**src/rtl/fetch_decode_stage.sv**
```systemverilog
`default_nettype none
// ============================================================================
// Module   : fetch_decode_stage
// Brief    : IF/ID boundary register with one-entry skid and flush squashing.
// Revision : 1.0
// ============================================================================
module fetch_decode_stage #(
    parameter int          XLEN          = 32,
    parameter logic [31:0] NOP           = 32'h00000013,
    parameter int          SQUASH_CYCLES = 1
) (
    input  logic            clock,
    input  logic            reset,
    input  logic            flush,
    input  logic            stall,
    input  logic            fetch_valid,
    input  logic [XLEN-1:0] fetch_pc,
    input  logic [31:0]     fetch_instruction,
    output logic            fetch_ready,
    output logic            decode_valid,
    output logic [XLEN-1:0] decode_pc,
    output logic [31:0]     decode_instruction,
    output logic            squashing
);

    localparam logic [1:0] c_squash_load = SQUASH_CYCLES[1:0];

    logic            r_dec_valid;
    logic [XLEN-1:0] r_dec_pc;
    logic [31:0]     r_dec_instr;
    logic            r_skid_valid;
    logic [XLEN-1:0] r_skid_pc;
    logic [31:0]     r_skid_instr;
    logic [1:0]      r_squash_cnt;

    logic w_accept;
    logic w_keep;

    assign w_accept = fetch_valid && !r_skid_valid;
    // Beats accepted while the squash window is open are consumed but dropped.
    assign w_keep   = w_accept && (r_squash_cnt == 2'd0);

    always_ff @(posedge clock) begin
        if (reset) begin
            r_dec_valid  <= 1'b0;
            r_dec_pc     <= '0;
            r_dec_instr  <= NOP;
            r_skid_valid <= 1'b0;
            r_skid_pc    <= '0;
            r_skid_instr <= NOP;
            r_squash_cnt <= 2'd0;
        end else if (flush) begin
            r_dec_valid  <= 1'b0;
            r_dec_pc     <= '0;
            r_dec_instr  <= NOP;
            r_skid_valid <= 1'b0;
            r_skid_pc    <= '0;
            r_skid_instr <= NOP;
            r_squash_cnt <= c_squash_load;
        end else begin
            if (r_squash_cnt != 2'd0) begin
                r_squash_cnt <= r_squash_cnt - 2'd1;
            end
            if (stall) begin
                if (w_keep) begin
                    r_skid_valid <= 1'b1;
                    r_skid_pc    <= fetch_pc;
                    r_skid_instr <= fetch_instruction;
                end
            end else if (r_skid_valid) begin
                r_dec_valid  <= 1'b1;
                r_dec_pc     <= r_skid_pc;
                r_dec_instr  <= r_skid_instr;
                r_skid_valid <= 1'b0;
                r_skid_pc    <= '0;
                r_skid_instr <= NOP;
            end else if (w_keep) begin
                r_dec_valid  <= 1'b1;
                r_dec_pc     <= fetch_pc;
                r_dec_instr  <= fetch_instruction;
            end else begin
                r_dec_valid  <= 1'b0;
                r_dec_pc     <= '0;
                r_dec_instr  <= NOP;
            end
        end
    end

    assign fetch_ready        = !r_skid_valid;
    assign decode_valid       = r_dec_valid;
    assign decode_pc          = r_dec_pc;
    assign decode_instruction = r_dec_instr;
    assign squashing          = (r_squash_cnt != 2'd0);

endmodule
`default_nettype wire

```
**config.mk**
```make
export PLATFORM = sky130hd
export DESIGN_NAME = fetch_decode_stage
export DESIGN_NICKNAME = d
export VERILOG_FILES = /design/src/rtl/fetch_decode_stage.sv
export SDC_FILE = /design/constraint.sdc
export NUM_CORES = 1
export LEC_CHECK = 0
export ABC_AREA = 1
export CORE_MARGIN = 2
export CORE_UTILIZATION = 40
export CTS_CLUSTER_SIZE = 10
export DETAILED_ROUTE_END_ITERATION = 8
export PLACE_DENSITY = 0.8
export SETUP_SLACK_MARGIN = 0.1
export SYNTH_ARGS = -nofsm -noshare
export SYNTH_HDL_FRONTEND = slang
export SYNTH_SLANG_ARGS = --single-unit
export TNS_END_PERCENT = 5
```
**constraint.sdc**
```tcl
create_clock -name clock -period 1.4 [get_ports clock]
set_input_delay 0.28 -clock clock [delete_from_list [all_inputs] [get_ports clock]]
set_output_delay 0.28 -clock clock [all_outputs]
set_load 0.02 [all_outputs]
```
# [After elaboration in Yosys (flattened, before gate mapping)]
# Index checks and enable logic that the tools add are counted.
# Widths: inputs -> output; s select.
[totals] register_bits=132 in_bits=69 elab_cells=35 out_inout_bits=67
[op_classes] reduce_logical=10 addsub=1 n_mux=14 eq_ne=1 bitwise_logic=1
[ops] operator="$mux 32" n=10
[ops] operator="$reduce_bool 2->1" n=3
[ops] operator="$mux 1" n=4
[ops] operator="$reduce_or 3->1" n=1
[ops] operator="$logic_and 1x1->1" n=2
[ops] operator="$logic_not 2->1" n=1
[ops] operator="$ne 2x1->1 const B" n=1
[ops] operator="$reduce_and 2->1" n=1
[ops] operator="$reduce_or 2->1" n=1
[ops] operator="$sub 2x1->2 const B" n=1
[ops] operator="$logic_not 1->1" n=1
[ops] operator="$not 1->1" n=1

# [Depth between registers and ports, before layout]
[depth] word_depth=5 mapped_depth=8

# [Worst setup path before layout]
# No wires, ideal clock.
[synth_path] kind="flip-flop to flip-flop" startpoint="register r_squash_cnt[0]" endpoint="register r_dec_instr[0], in the netlist decode_instruction[0]" path_buffers=1 setup_time_ns=0.134 path_slack_ns=0.112 path_stages_with_launch=9 t_arrival_ns=1.155 path_cell_list="dfxtp_1 -> inv_1 -> ha_1 -> nand2_1 -> nor2_2 -> buf_4 -> inv_2 -> o21ai_1 -> nand3_1"
[synth_between] elab_chain_cells=4
[synth_rtl] element="from (decl)" line="34" source="logic [1:0] r_squash_cnt;"
[synth_rtl] element="from (signal assigned)" line="59" source="r_squash_cnt <= c_squash_load;"
[synth_rtl] element="from (signal assigned)" line="62" source="r_squash_cnt <= r_squash_cnt - 2'd1;"
[synth_rtl] element="$logic_not 2->1" line="41" source="assign w_keep = w_accept && (r_squash_cnt == 2'd0);"
[synth_rtl] element="$logic_and 1x1->1" line="41"
[synth_rtl] element="$mux 32" line="77" source="end else if (w_keep) begin"
[synth_rtl] element="$mux 32" line="70" source="end else if (r_skid_valid) begin"
[synth_rtl] element="to (signal assigned)" line="73" source="r_dec_instr <= r_skid_instr;"
[synth_rtl] element="to (signal assigned)" line="80" source="r_dec_instr <= fetch_instruction;"
[synth_rtl] element="to (decl)" line="30" source="logic [31:0] r_dec_instr;"
# Every way passes these cells.
# A chain may end at the register's enable or synchronous reset.

# [Worst setup path in the final report]
[layout_path] startpoint="register r_squash_cnt[1]" endpoint="register r_skid_pc[8]"
[layout_between] elab_chain_cells=4
[layout_rtl] element="$logic_not 2->1" line="41"
[layout_rtl] element="$logic_and 1x1->1" line="41"
[layout_rtl] element="$ne 2x1->1 (no line)"
[layout_rtl] element="$reduce_and 2->1 (no line)"
[layout_rtl] element="to (signal assigned)" line="67" source="r_skid_pc <= fetch_pc;"
[layout_rtl] element="to (decl)" line="32" source="logic [XLEN-1:0] r_skid_pc;"
# Every way passes these cells.

==> impl_metrics.prom <==
# TYPE chip_impl_metric gauge
chip_impl_info{name="status",value="complete, but fails checks"} 1
chip_impl_info{name="failing_checks",value="negative setup slack"} 1
chip_impl_metric{name="timing.critical_path.required",unit="ns"} 1.75
chip_impl_metric{name="finalMaxSlewViolations",unit=""} 0
chip_impl_metric{name="grt_start_max_net_pins",unit=""} 101
chip_impl_metric{name="fin_ws",unit="ns"} -0.1386
chip_impl_metric{name="wl_per_cell",unit="um"} 15.12
chip_impl_metric{name="crit_path_max_fanout",unit=""} 6
chip_impl_metric{name="postSynthRegisterBits",unit=""} 132
chip_impl_info{name="hold_path.class",value="in2reg"} 1
chip_impl_metric{name="syn_avg_cell_area",unit="um2"} 7.010
chip_impl_metric{name="ioPinCount",unit=""} 136
chip_impl_metric{name="number_of_instances_in_the_synthesized_netlist",unit=""} 798
chip_impl_metric{name="post_dp_cell_area",unit="mm2"} 0.007296
chip_impl_metric{name="drv_cap",unit=""} 0
chip_impl_metric{name="grt_util_all_layers",unit="%"} 23.06
chip_impl_info{name="rsz0062_at_grt",value="yes"} 1
chip_impl_metric{name="cts.reportedPaths.clkPinSlew",unit="ns"} 0.06
chip_impl_metric{name="floorplan.die_area",unit="mm2"} 0.01495
chip_impl_metric{name="synth_nets",unit=""} 868
chip_impl_metric{name="n_fill_cell",unit=""} 1277
chip_impl_metric{name="dp_worst_setup_slack",unit="ns"} -0.2611
chip_impl_metric{name="fp.dieH",unit="um"} 122.3
chip_impl_metric{name="p_total",unit="mW"} 9.478
chip_impl_metric{name="drt-vias-per-instance",unit=""} 5.268
chip_impl_metric{name="clock_sink_count",unit=""} 132
chip_impl_metric{name="buffer_ports.inserted",unit=""} 135
chip_impl_info{name="tritoncts",value="built"} 1
chip_impl_info{name="cp-end-kind",value="flip-flop"} 1
chip_impl_metric{name="post_route_cells_drive_above_1_share",unit="%"} 22.14
chip_impl_metric{name="power.density",unit="mW/mm2"} 1167
chip_impl_metric{name="worst_skew_pair.late_latency",unit="ns"} 0.41
chip_impl_metric{name="insertedDiodeCount",unit=""} 0
chip_impl_metric{name="timing.final.setup_violations",unit=""} 84
chip_impl_metric{name="syn2layout_area_growth",unit="%"} 45.14
chip_impl_metric{name="grt_pass1_vias",unit=""} 5581
chip_impl_metric{name="synth_seq_area_share",unit="%"} 47.24
chip_impl_metric{name="initial_core_util",unit="%"} 40.62
chip_impl_metric{name="vdd.ir_drop.worst",unit="V"} 0.0008158
chip_impl_metric{name="grt_antenna_before_repair",unit=""} 0
chip_impl_metric{name="std_cell_rows",unit=""} 43
chip_impl_metric{name="chip_width",unit="um"} 122.3
chip_impl_metric{name="multi_input_comb_area",unit="mm2"} 0.002811
chip_impl_metric{name="fmaxAchievable",unit="MHz"} 649.9
chip_impl_metric{name="synth_cell_type_count",unit=""} 19
chip_impl_metric{name="area.sequential",unit="mm2"} 0.002645
chip_impl_metric{name="finalClockSkew",unit="ns"} 0.01026
chip_impl_metric{name="routabilityCongestion",unit=""} 0.8093
chip_impl_metric{name="place_hpwl",unit="um"} 9921
chip_impl_metric{name="ant_nets",unit=""} 0
chip_impl_metric{name="finalWirelength",unit="um"} 17140
chip_impl_metric{name="timing.final.crit_share",unit="%"} 109.9
chip_impl_metric{name="firstDrtPassIters",unit=""} 5
chip_impl_metric{name="cellLeakagePower",unit="nW"} 3.637
chip_impl_metric{name="detail_route.iter0.violations",unit=""} 592
chip_impl_info{name="clk_root_buffer_cell",value="sky130_fd_sc_hd__clkbuf_16"} 1
chip_impl_info{name="setup.worst_path.start_class",value="flip-flop"} 1
chip_impl_metric{name="finalInstanceArea",unit="mm2"} 0.008119
chip_impl_metric{name="setup_tns_final",unit="ns"} -4.846
chip_impl_metric{name="ctsLongestPathBuffers",unit=""} 2
chip_impl_metric{name="num_vias",unit=""} 5969
chip_impl_metric{name="tightestPinTransition",unit="ns"} 0.4636
chip_impl_metric{name="cts.hold.buffers_added",unit=""} 0
chip_impl_metric{name="grt_pass1_wl",unit="um"} 27260
chip_impl_metric{name="cts_buffers",unit=""} 17
chip_impl_metric{name="grt.overflow.total",unit=""} 0
chip_impl_metric{name="final_net_count",unit=""} 1011
chip_impl_metric{name="hold_viol_final",unit=""} 0
chip_impl_metric{name="htreeDepth",unit=""} 4
chip_impl_metric{name="r2r_slack",unit="ns"} -0.14
chip_impl_info{name="worst-setup-path-type",value="reg2reg"} 1
chip_impl_metric{name="synthesis.yosys.warnings",unit=""} 0
chip_impl_metric{name="placeableCoreArea",unit="mm2"} 0.01377
chip_impl_metric{name="worst-endpoint-arrival",unit="ns"} 1.88
chip_impl_metric{name="detail_route.drc_violations",unit=""} 0
chip_impl_metric{name="slew_headroom",unit="%"} 69.10
chip_impl_metric{name="mappedNetlistArea",unit="mm2"} 0.005594
chip_impl_metric{name="finalCriticalPeriod",unit="ns"} 1.539
==> per-layer routing <==
metal | track usage, % | share of wire [%] | vias up | routed length (um)
li1 | - | - | 2903 | -
met1 | 28.64 | 42 | 2793 | 7185
met2 | 39.97 | 50 | 249 | 8583
met3 | 4.833 | 6.7 | 24 | 1147
met4 | 7.256 | 1.3 | 0 | 219
met5 | 0 | 0 | - | 0
==> synth_stat cells <==
library cell | n | share of area, %
sky130_fd_sc_hd__nand4_1 | 1 | 0.11
sky130_fd_sc_hd__ha_1 | 1 | 0.22
sky130_fd_sc_hd__inv_2 | 4 | 0.27
sky130_fd_sc_hd__a21oi_1 | 63 | 5.6
sky130_fd_sc_hd__inv_1 | 7 | 0.47
sky130_fd_sc_hd__xnor2_1 | 1 | 0.16
sky130_fd_sc_hd__nand2_1 | 312 | 21
sky130_fd_sc_hd__nor3_1 | 1 | 0.089
sky130_fd_sc_hd__buf_1 | 8 | 0.54
sky130_fd_sc_hd__nor2_2 | 3 | 0.34
sky130_fd_sc_hd__nor2_4 | 1 | 0.20
sky130_fd_sc_hd__buf_2 | 41 | 3.7
sky130_fd_sc_hd__nand3_1 | 192 | 17
sky130_fd_sc_hd__o21ai_1 | 3 | 0.27
sky130_fd_sc_hd__dfxtp_1 | 132 | 47
sky130_fd_sc_hd__buf_4 | 11 | 1.5
sky130_fd_sc_hd__nor2_1 | 8 | 0.54
sky130_fd_sc_hd__o21ai_0 | 3 | 0.27
sky130_fd_sc_hd__clkbuf_1 | 6 | 0.40
==> path summary, 6_finish.rpt <==
| path | end | depth (start not counted) | startpoint |
|---|---|---|---|
| worst min-delay path | decode_pc[3]$_SDFFE_PP0N_ | 5 | stall |
| worst max register to register | r_skid_pc[8]$_SDFFE_PP0P_ | 11 | r_squash_cnt[1]$_SDFFE_PP0P_ |
| worst max-delay path | r_skid_pc[8]$_SDFFE_PP0P_ | 11 | r_squash_cnt[1]$_SDFFE_PP0P_ |
| worst min register to register | r_skid_pc[29]$_SDFFE_PP0P_ | 2 | r_skid_pc[29]$_SDFFE_PP0P_ |
==> cell usage in the layout (no fill, tap or decap), drive strengths merged <==
| cell type | count |
|---|---|
| nand4 | 1 |
| nor3 | 1 |
| clkbuf | 21 |
| nor2 | 12 |
| bufinv | 2 |
| nand3 | 192 |
| clkinv | 6 |
| buf | 123 |
| nand2 | 312 |
| o21ai | 6 |
| inv | 11 |
| ha | 1 |
| xnor2 | 1 |
| clkdlybuf4s50 | 67 |
| clkinvlp | 2 |
| dfxtp | 132 |
| a21oi | 63 |
==> cells by family (layout without fill, tap and decap cells) <==
| logic type | count (synthesis) | after routing | synth area share [%] |
|---|---|---|---|
| simple gates | 518 | 518 | 39.39 |
| flops | 132 | 132 | 47.24 |
| buf+inv | 77 | 232 | 6.822 |
| compound gates | 69 | 69 | 6.173 |
| fa+ha+maj | 1 | 1 | 0.2236 |
| xor+xnor | 1 | 1 | 0.1566 |
==> worst max-delay path, stage by stage (launching register included) <==
cell and delay, ns:
sky130_fd_sc_hd__dfxtp_2 0.32, sky130_fd_sc_hd__inv_2 0.06, sky130_fd_sc_hd__ha_4 0.14, sky130_fd_sc_hd__buf_6 0.11, sky130_fd_sc_hd__nand2_4 0.05, sky130_fd_sc_hd__nor2_4 0.11
sky130_fd_sc_hd__buf_6 0.12, sky130_fd_sc_hd__buf_6 0.10, sky130_fd_sc_hd__buf_6 0.12, sky130_fd_sc_hd__buf_16 0.12, sky130_fd_sc_hd__nand3_2 0.07, sky130_fd_sc_hd__a21oi_2 0.16
==> layout make-up <==
cell class              count  area share (%)
inverters                  11          0.6010
well taps                 180           2.774
multi-input cells         589           34.63
clock buffers              21           5.548
repair buffers            190           22.53
clock inverters            10           1.341
flip-flops and latches    132           32.58
==> power by group <==
part,switching [mW],internal [mW],leakage [nW],total (mW)
Combinational,0.718,0.663,2.30,1.38
Sequential,0.0423,3.84,1.07,3.88
Clock,1.58,2.64,0.272,4.22
Total,2.34,7.14,3.64,9.48
==> flip-flops by register name, indices dropped and copies added (netlist names) <==
name and flops:
decode_instruction 32, decode_pc 32, r_skid_instr 32, r_skid_pc 32
r_squash_cnt 2, decode_valid 1, r_skid_valid 1
==> metrics by stage <==
step           util (%)  std cells  hold WS, ns
2_1_floorplan         -        798       0.4062
3_3_place_gp      52.97       1084       0.4609
3_5_place_dp      52.97       1084       0.4670
4_1_cts           60.08       1132       0.4125
5_1_grt           58.95       1133       0.4277
6_report          58.95       1133       0.4283
==> timing repair <==
item                                    4_1_cts  5_1_grt
gates resized for setup                     279       77
pin swaps                                    28       19
setup buffers                                10        1
gates cloned                                  7        0
endpoints found under the setup margin      197      178
(Power assumes the default switching activity.)
